## config.mk

```make
export PLATFORM = sky130hd
export DESIGN_NAME = alu_select_controller_flat
export DESIGN_NICKNAME = d
export VERILOG_FILES = /design/src/rtl/alu_sel_pkg.sv /design/src/rtl/alu_select_controller_if.sv /design/src/rtl/alu_sel_decode.sv /design/src/rtl/alu_select_controller.sv /design/src/flat_wrapper.sv
export SDC_FILE = /design/constraint.sdc
export NUM_CORES = 1
export LEC_CHECK = 0
export ABC_CLOCK_PERIOD_IN_PS = 1880
export CAP_MARGIN = 20
export CORE_AREA = 2 2 85 87
export CTS_CLUSTER_SIZE = 30
export DETAILED_ROUTE_END_ITERATION = 7
export DIE_AREA = 0 0 87 89
export PLACE_DENSITY = 0.54
export SYNTH_ARGS = -nofsm -noshare
export SYNTH_HDL_FRONTEND = slang
export SYNTH_SLANG_ARGS = --single-unit
```

## constraint.sdc

```tcl
create_clock -name clk -period 1.88 [get_ports clk]
set_input_delay 0.376 -clock clk [delete_from_list [all_inputs] [get_ports clk]]
set_output_delay 0.376 -clock clk [all_outputs]
set_load 0.005 [all_outputs]
```

## src/rtl/alu_sel_pkg.sv

```systemverilog
// Shared constants and FSM state type for the ALU result-mux select controller.
package alu_sel_pkg;
  localparam int NUM_CHANNELS = 16;
  localparam int OP_W         = 4;
  localparam int CNT_W        = 4;

  typedef enum logic [1:0] {
    IDLE  = 2'd0,
    DRIVE = 2'd1,
    HOLD  = 2'd2
  } state_e;
endpackage

```

## src/rtl/alu_select_controller_if.sv

```systemverilog
// Opcode handshake, multiplexer select/data and result handshake of the select controller.
// master = controller side, slave = opcode source / multiplexer / result sink.
interface alu_select_controller_if #(
  parameter int BUS_SIZE = 16
);
  import alu_sel_pkg::*;

  logic                    op_valid;
  logic [OP_W-1:0]         op_code;
  logic                    op_ready;
  logic [NUM_CHANNELS-1:0] sel;
  logic [BUS_SIZE-1:0]     mux_b;
  logic                    res_valid;
  logic [BUS_SIZE-1:0]     res_data;
  logic                    res_err;
  logic                    res_ready;

  modport master (
    input  op_valid, op_code, mux_b, res_ready,
    output op_ready, sel, res_valid, res_data, res_err
  );

  modport slave (
    output op_valid, op_code, mux_b, res_ready,
    input  op_ready, sel, res_valid, res_data, res_err
  );
endinterface

```

## src/rtl/alu_sel_decode.sv

```systemverilog
// Combinational 4-to-16 one-hot decoder with enable; all-zero when disabled.
module alu_sel_decode
  import alu_sel_pkg::*;
(
  input  logic                    en,
  input  logic [OP_W-1:0]         idx,
  output logic [NUM_CHANNELS-1:0] onehot
);

  // One-hot expansion of the channel index
  always_comb begin
    onehot = {NUM_CHANNELS{1'b0}};
    if (en) begin
      onehot = NUM_CHANNELS'(1) << idx;
    end else begin
      onehot = {NUM_CHANNELS{1'b0}};
    end
  end

endmodule

```

## src/rtl/alu_select_controller.sv

```systemverilog
// Sequences one-hot mux select, settle window, result capture and result handshake.
// Optional macro ALU_SEL_OPMASK_EN rejects opcodes whose OP_MASK bit is clear.
module alu_select_controller
  import alu_sel_pkg::*;
#(
  parameter int                      BUS_SIZE      = 16,
  parameter int                      SETTLE_CYCLES = 1,
  parameter logic [NUM_CHANNELS-1:0] OP_MASK       = 16'hFFFF
) (
  input  logic                    clk,
  input  logic                    rst_n,
  alu_select_controller_if.master bus
);

  state_e                  state_r, state_s;
  logic [CNT_W-1:0]        cnt_r;
  logic [NUM_CHANNELS-1:0] sel_r, dec_s;
  logic [BUS_SIZE-1:0]     res_data_r;
  logic                    res_valid_r, res_err_r;
  logic                    op_ok_s, op_ready_s, accept_s, capture_s, consume_s;

`ifdef ALU_SEL_OPMASK_EN
  assign op_ok_s = OP_MASK[bus.op_code];
`else
  logic unused_mask;
  assign unused_mask = ^OP_MASK;
  assign op_ok_s     = 1'b1;
`endif

  alu_sel_decode u_decode (
    .en     (accept_s && op_ok_s),
    .idx    (bus.op_code),
    .onehot (dec_s)
  );

  // State register
  always_ff @(posedge clk or negedge rst_n) begin
    if (!rst_n) state_r <= IDLE;
    else        state_r <= state_s;
  end

  // Next-state logic; a masked opcode skips the settle window entirely
  always_comb begin
    state_s = state_r;
    case (state_r)
      IDLE:    if (bus.op_valid)           state_s = op_ok_s ? DRIVE : HOLD;
               else                        state_s = IDLE;
      DRIVE:   if (cnt_r == {CNT_W{1'b0}}) state_s = HOLD;
               else                        state_s = DRIVE;
      HOLD:    if (bus.res_ready)          state_s = IDLE;
               else                        state_s = HOLD;
      default:                             state_s = IDLE;
    endcase
  end

  // Control strobes decoded from the current state
  always_comb begin
    op_ready_s = 1'b0;
    capture_s  = 1'b0;
    consume_s  = 1'b0;
    case (state_r)
      IDLE:    op_ready_s = 1'b1;
      DRIVE:   capture_s  = (cnt_r == {CNT_W{1'b0}});
      HOLD:    consume_s  = bus.res_ready;
      default: op_ready_s = 1'b0;
    endcase
    accept_s = op_ready_s && bus.op_valid;
  end

  // Select, settle counter and result registers
  always_ff @(posedge clk or negedge rst_n) begin
    if (!rst_n) begin
      sel_r       <= {NUM_CHANNELS{1'b0}};
      cnt_r       <= {CNT_W{1'b0}};
      res_data_r  <= {BUS_SIZE{1'b0}};
      res_valid_r <= 1'b0;
      res_err_r   <= 1'b0;
    end else if (accept_s && op_ok_s) begin
      sel_r <= dec_s;
      cnt_r <= CNT_W'(SETTLE_CYCLES - 1);
    end else if (accept_s) begin
      res_data_r  <= {BUS_SIZE{1'b0}};
      res_err_r   <= 1'b1;
      res_valid_r <= 1'b1;
    end else if (capture_s) begin
      sel_r       <= {NUM_CHANNELS{1'b0}};
      res_data_r  <= bus.mux_b;
      res_err_r   <= 1'b0;
      res_valid_r <= 1'b1;
    end else if (state_r == DRIVE) begin
      cnt_r <= cnt_r - CNT_W'(1);
    end else if (consume_s) begin
      res_valid_r <= 1'b0;
    end
  end

  assign bus.op_ready  = op_ready_s;
  assign bus.sel       = sel_r;
  assign bus.res_valid = res_valid_r;
  assign bus.res_data  = res_data_r;
  assign bus.res_err   = res_err_r;

endmodule

```

## src/flat_wrapper.sv

```systemverilog
// flat-port wrapper written by rule: the top's interface ports become plain ports
module alu_select_controller_flat import alu_sel_pkg::*;
#(
  parameter int                      BUS_SIZE      = 16,
  parameter int                      SETTLE_CYCLES = 1,
  parameter logic [NUM_CHANNELS-1:0] OP_MASK       = 16'hFFFF
)
  (clk, rst_n, bus_op_valid, bus_op_code, bus_mux_b, bus_res_ready, bus_op_ready, bus_sel, bus_res_valid, bus_res_data, bus_res_err);
  alu_select_controller_if #(.BUS_SIZE(BUS_SIZE)) bus_i ();
  input  logic clk;
  input  logic rst_n;
  input wire logic [$bits(bus_i.op_valid)-1:0] bus_op_valid;
  input wire logic [$bits(bus_i.op_code)-1:0] bus_op_code;
  input wire logic [$bits(bus_i.mux_b)-1:0] bus_mux_b;
  input wire logic [$bits(bus_i.res_ready)-1:0] bus_res_ready;
  output wire logic [$bits(bus_i.op_ready)-1:0] bus_op_ready;
  output wire logic [$bits(bus_i.sel)-1:0] bus_sel;
  output wire logic [$bits(bus_i.res_valid)-1:0] bus_res_valid;
  output wire logic [$bits(bus_i.res_data)-1:0] bus_res_data;
  output wire logic [$bits(bus_i.res_err)-1:0] bus_res_err;
  assign bus_i.op_valid = bus_op_valid;
  assign bus_i.op_code = bus_op_code;
  assign bus_i.mux_b = bus_mux_b;
  assign bus_i.res_ready = bus_res_ready;
  assign bus_op_ready = bus_i.op_ready;
  assign bus_sel = bus_i.sel;
  assign bus_res_valid = bus_i.res_valid;
  assign bus_res_data = bus_i.res_data;
  assign bus_res_err = bus_i.res_err;
  alu_select_controller #(.BUS_SIZE(BUS_SIZE), .SETTLE_CYCLES(SETTLE_CYCLES), .OP_MASK(OP_MASK)) u_core (.clk(clk), .rst_n(rst_n), .bus(bus_i));
endmodule
```

==> key figures <==
Run status
  – Status: finished with violations
  – Failing checks: setup timing

Pwr
  – Pint: 2.80 mW
  – Comb pwr share: 0.462
  – Switching share of power: 0.289
  – Clock network fraction of total power: 0.191
  – P per Cell Area: 1520 mW/mm2
  – Leak: 1.14 nW
  – Reg power frac: 0.348
  – Maximum vdd drop: 445 uV
  – Switching pwr: around 1.1 mW

Place
  – Placed Area: 0.00241 mm2
  – GP Congestion: 0.737
  – Dpl hpwl: 2690 um
  – # port buffers: 57

Synthesis
  – Number of synthesized flops with an enable pin: 0
  – Synth area leader: dfrtp_1
  – Top-area cell type share of the netlist area: 0.586
  – Synthesized instance count: 123
  – Syn avg cell area: 13.5 um2
  – #FFs+latches synth: 39
  – Synth async-reset ratio: 1.00
  – Syn_nets: between 100 and 150
  – Sequential share of the synthesized area: 0.586
  – Synthesized area: 0.00167 mm2
  – Synth cell types: 30
  – Main flop type after synthesis: dfrtp_1
  – Main area contributors after synthesis: dfrtp_1, mux2_4, mux2_2
  – Syn. warnings: 0

Drt
  – DR iter-0 viols: 46
  – Residual DRC count: 0
  – Pre-Repair DR Iteration Count: 4
  – Total Wirelength: 3900 um
  – WL/cell: 13.9 um
  – Vias/cell: 4.45
  – Routed via count: roughly 1300
  – ANT nets after route: 0

Clock network
  – Clk slew on worst S/H paths: 0.08 ns
  – CTS Buffer Depth: 2
  – CTS tree: built
  – Clock latency on the worst-skew pair: 0.29 ns
  – Clock root buffer: clkbuf_8
  – H-tree Lvls: 2
  – CTS Sinks: 39
  – CTS Buf Count: 5

Finish
  – Commonest non-fill, non-tap cell in the layout: clkdlybuf4s50_1
  – Antenna diodes: 0
  – Post-route cell area: 0.00259 mm2
  – Final net count: roughly 230
  – Share of layout cells above drive strength 1: 0.259
  – Util after Layout: 0.385
  – Area growth syn-to-layout: 55.4%
  – Commonest non-fill, non-tap cells in the layout: clkdlybuf4s50_1, dfrtp_1, buf_4

Worst setup path
  – Reg-to-reg setup timing slack: -0.02 ns
  – Setup crit end kind: flip-flop
  – Worst-path fanout max: 9
  – FF-to-FF Start: u_core.cnt_r[0]
  – Startpoint types: flip-flop
  – Arr. time, crit path: 2.08 ns
  – CP required: about 2.1 ns
  – RR Endpoint: u_core.bus.res_data[4]
  – Worst R2R Path Depth: 6
  – Setup CP Type: flip-flop to flip-flop

Timing
  – Share of the clock period used by the worst path: 1.01
  – Clk_skew: 0.00341 ns
  – Setup ws final: -0.0221 ns
  – RSZ-0062 raised after global routing: true
  – Setup-failing EPs final: 15
  – Fmax: about 530 MHz
  – Fin. Hold Viols: 0
  – Slew Limit Fails: 0
  – Fin crit period: 1.90 ns

Hold path
  – Class of the worst hold path: input port to asynchronous set/reset pin

Global routing
  – First-pass GRT wire length: 6290 um
  – Largest net degree at the start of global routing: 40
  – Tot GR Track Use: 0.104
  – Initial antenna violation count: 0
  – Vias in the first global route: 1288
  – GRT overflow: 0

Floorplanning
  – Die Width: 87 um
  – Core Region: 0.00672 mm2
  – Site Rows: 30
  – DIE AREA: about 0.0077 mm2
  – IO Pins: 59
  – Initial Util: 0.248
  – Die Ht: a little under 90 um

Flow run
  – Max-Cap Viols: 0
layer usage:
| metal | wire (um) | part of all wire | track usage | up-vias |
|---|---|---|---|---|
| met1 | 1820 | 0.47 | 0.144 | 627 |
| met4 | 40 | 0.010 | 0.0384 | 0 |
| li1 | - | - | - | 592 |
| met2 | 1900 | 0.49 | 0.158 | 26 |
| met5 | 0 | 0 | 0 | - |
| met3 | 143 | 0.037 | 0.0249 | 5 |
metrics by stage:
stage / cells / worst slack, ns / TNS, ns / hold slack [ns] / power, mW
floorplan: 123 / -0.102 / -0.819 / 0.0804 / 2.23
global placement: 268 / -0.0288 / -0.0770 / 0.470 / 3.11
detailed placement: 268 / -0.0447 / -0.270 / 0.473 / 3.11
CTS: 277 / -0.0114 / -0.0812 / 0.147 / 3.90
global route: 281 / -0.0742 / -0.972 / 0.167 / 4.22
finish: 281 / -0.0221 / -0.191 / 0.134 / 3.94
worst max-delay path, cell delays in order, from the launching register on:
cell	delay [ns]
dfrtp_1	0.39
inv_2	0.08
ha_4	0.13
or3b_4	0.37
or3_4	0.37
buf_12	0.16
mux2_4	0.29
kinds of logic (layout without fill, tap and decap cells):
family                     count (synthesis)  in the layout  synth area share
DFF                                       39             39             0.586
buffers and inverters                      9             87            0.0368
and+or+nand+nor                           31             31             0.111
muxes                                     19             19             0.144
other                                      1              1           0.00225
adders and majority gates                  2              2            0.0150
AOI/OAI and AO/OA                         22             22             0.105
worst max path at each step:
stage / to / startpoint / slack (ns) / cells after the start
after floorplan: u_core.bus.res_data[0] / u_core.cnt_r[0] / -0.10 / 7
after global placement: u_core.bus.sel[13] / bus_op_valid / -0.03 / 5
after detailed placement: u_core.bus.sel[13] / bus_op_valid / -0.04 / 5
after CTS: u_core.bus.res_data[14] / u_core.cnt_r[0] / -0.01 / 6
after global routing: u_core.bus.res_data[12] / u_core.cnt_r[0] / -0.07 / 6
final: u_core.bus.res_data[4] / u_core.cnt_r[0] / -0.02 / 6
Yosys cell counts, types with 2 or more instances:
| cell | n |
|---|---|
| a22o_1 | 6 |
| a32o_1 | 2 |
| clkbuf_1 | 2 |
| dfrtp_1 | 39 |
| ha_1 | 2 |
| inv_1 | 4 |
| mux2_2 | 8 |
| mux2_4 | 8 |
| mux2i_1 | 3 |
| nand2_1 | 5 |
| nand2b_1 | 4 |
| nand3_1 | 3 |
| nor2_1 | 3 |
| nor2b_1 | 4 |
| nor3_1 | 3 |
| nor3b_1 | 2 |
| o21ai_0 | 5 |
| o2bb2ai_1 | 8 |
final cells by class:
class                           instances  area [um2]
Clock buffer                            6        82.6
Fill cell                             640        4130
Inverter                                4        15.0
Clock inverter                          2        38.8
Tap cell                               80         100
Multi-Input combinational cell         75         647
Sequential cell                        39         976
Timing Repair Buffer                   75         731
power by group through the flow:
stage                     sequential (mW)  clock [mW]  combinational (mW)
final                                1.37       0.750                1.82
after global routing                 1.42       0.809                1.99
after CTS                            1.37       0.777                1.76
after detailed placement             1.38           0                1.73
after global placement               1.38           0                1.72
after floorplan                      1.37           0               0.854
flip-flops by register name, summed over array words and instances, names as in the netlist:
register and flops:
u_core.bus.res_valid 1, u_core.bus.sel 16, u_core.state_r 2, u_core.bus.res_data 16, u_core.cnt_r 4
repair_timing:
item                                    in CTS  in global routing
pin swaps                                    0                  0
gates resized for setup                      1                  0
endpoints found under the hold margin        0                  0
hold buffers                                 0                  0
setup buffers                                1                  3
cloned                                       0                  1
endpoints found under the setup margin      16                 16
No activity file was read; power rests on OpenSTA's default activity.
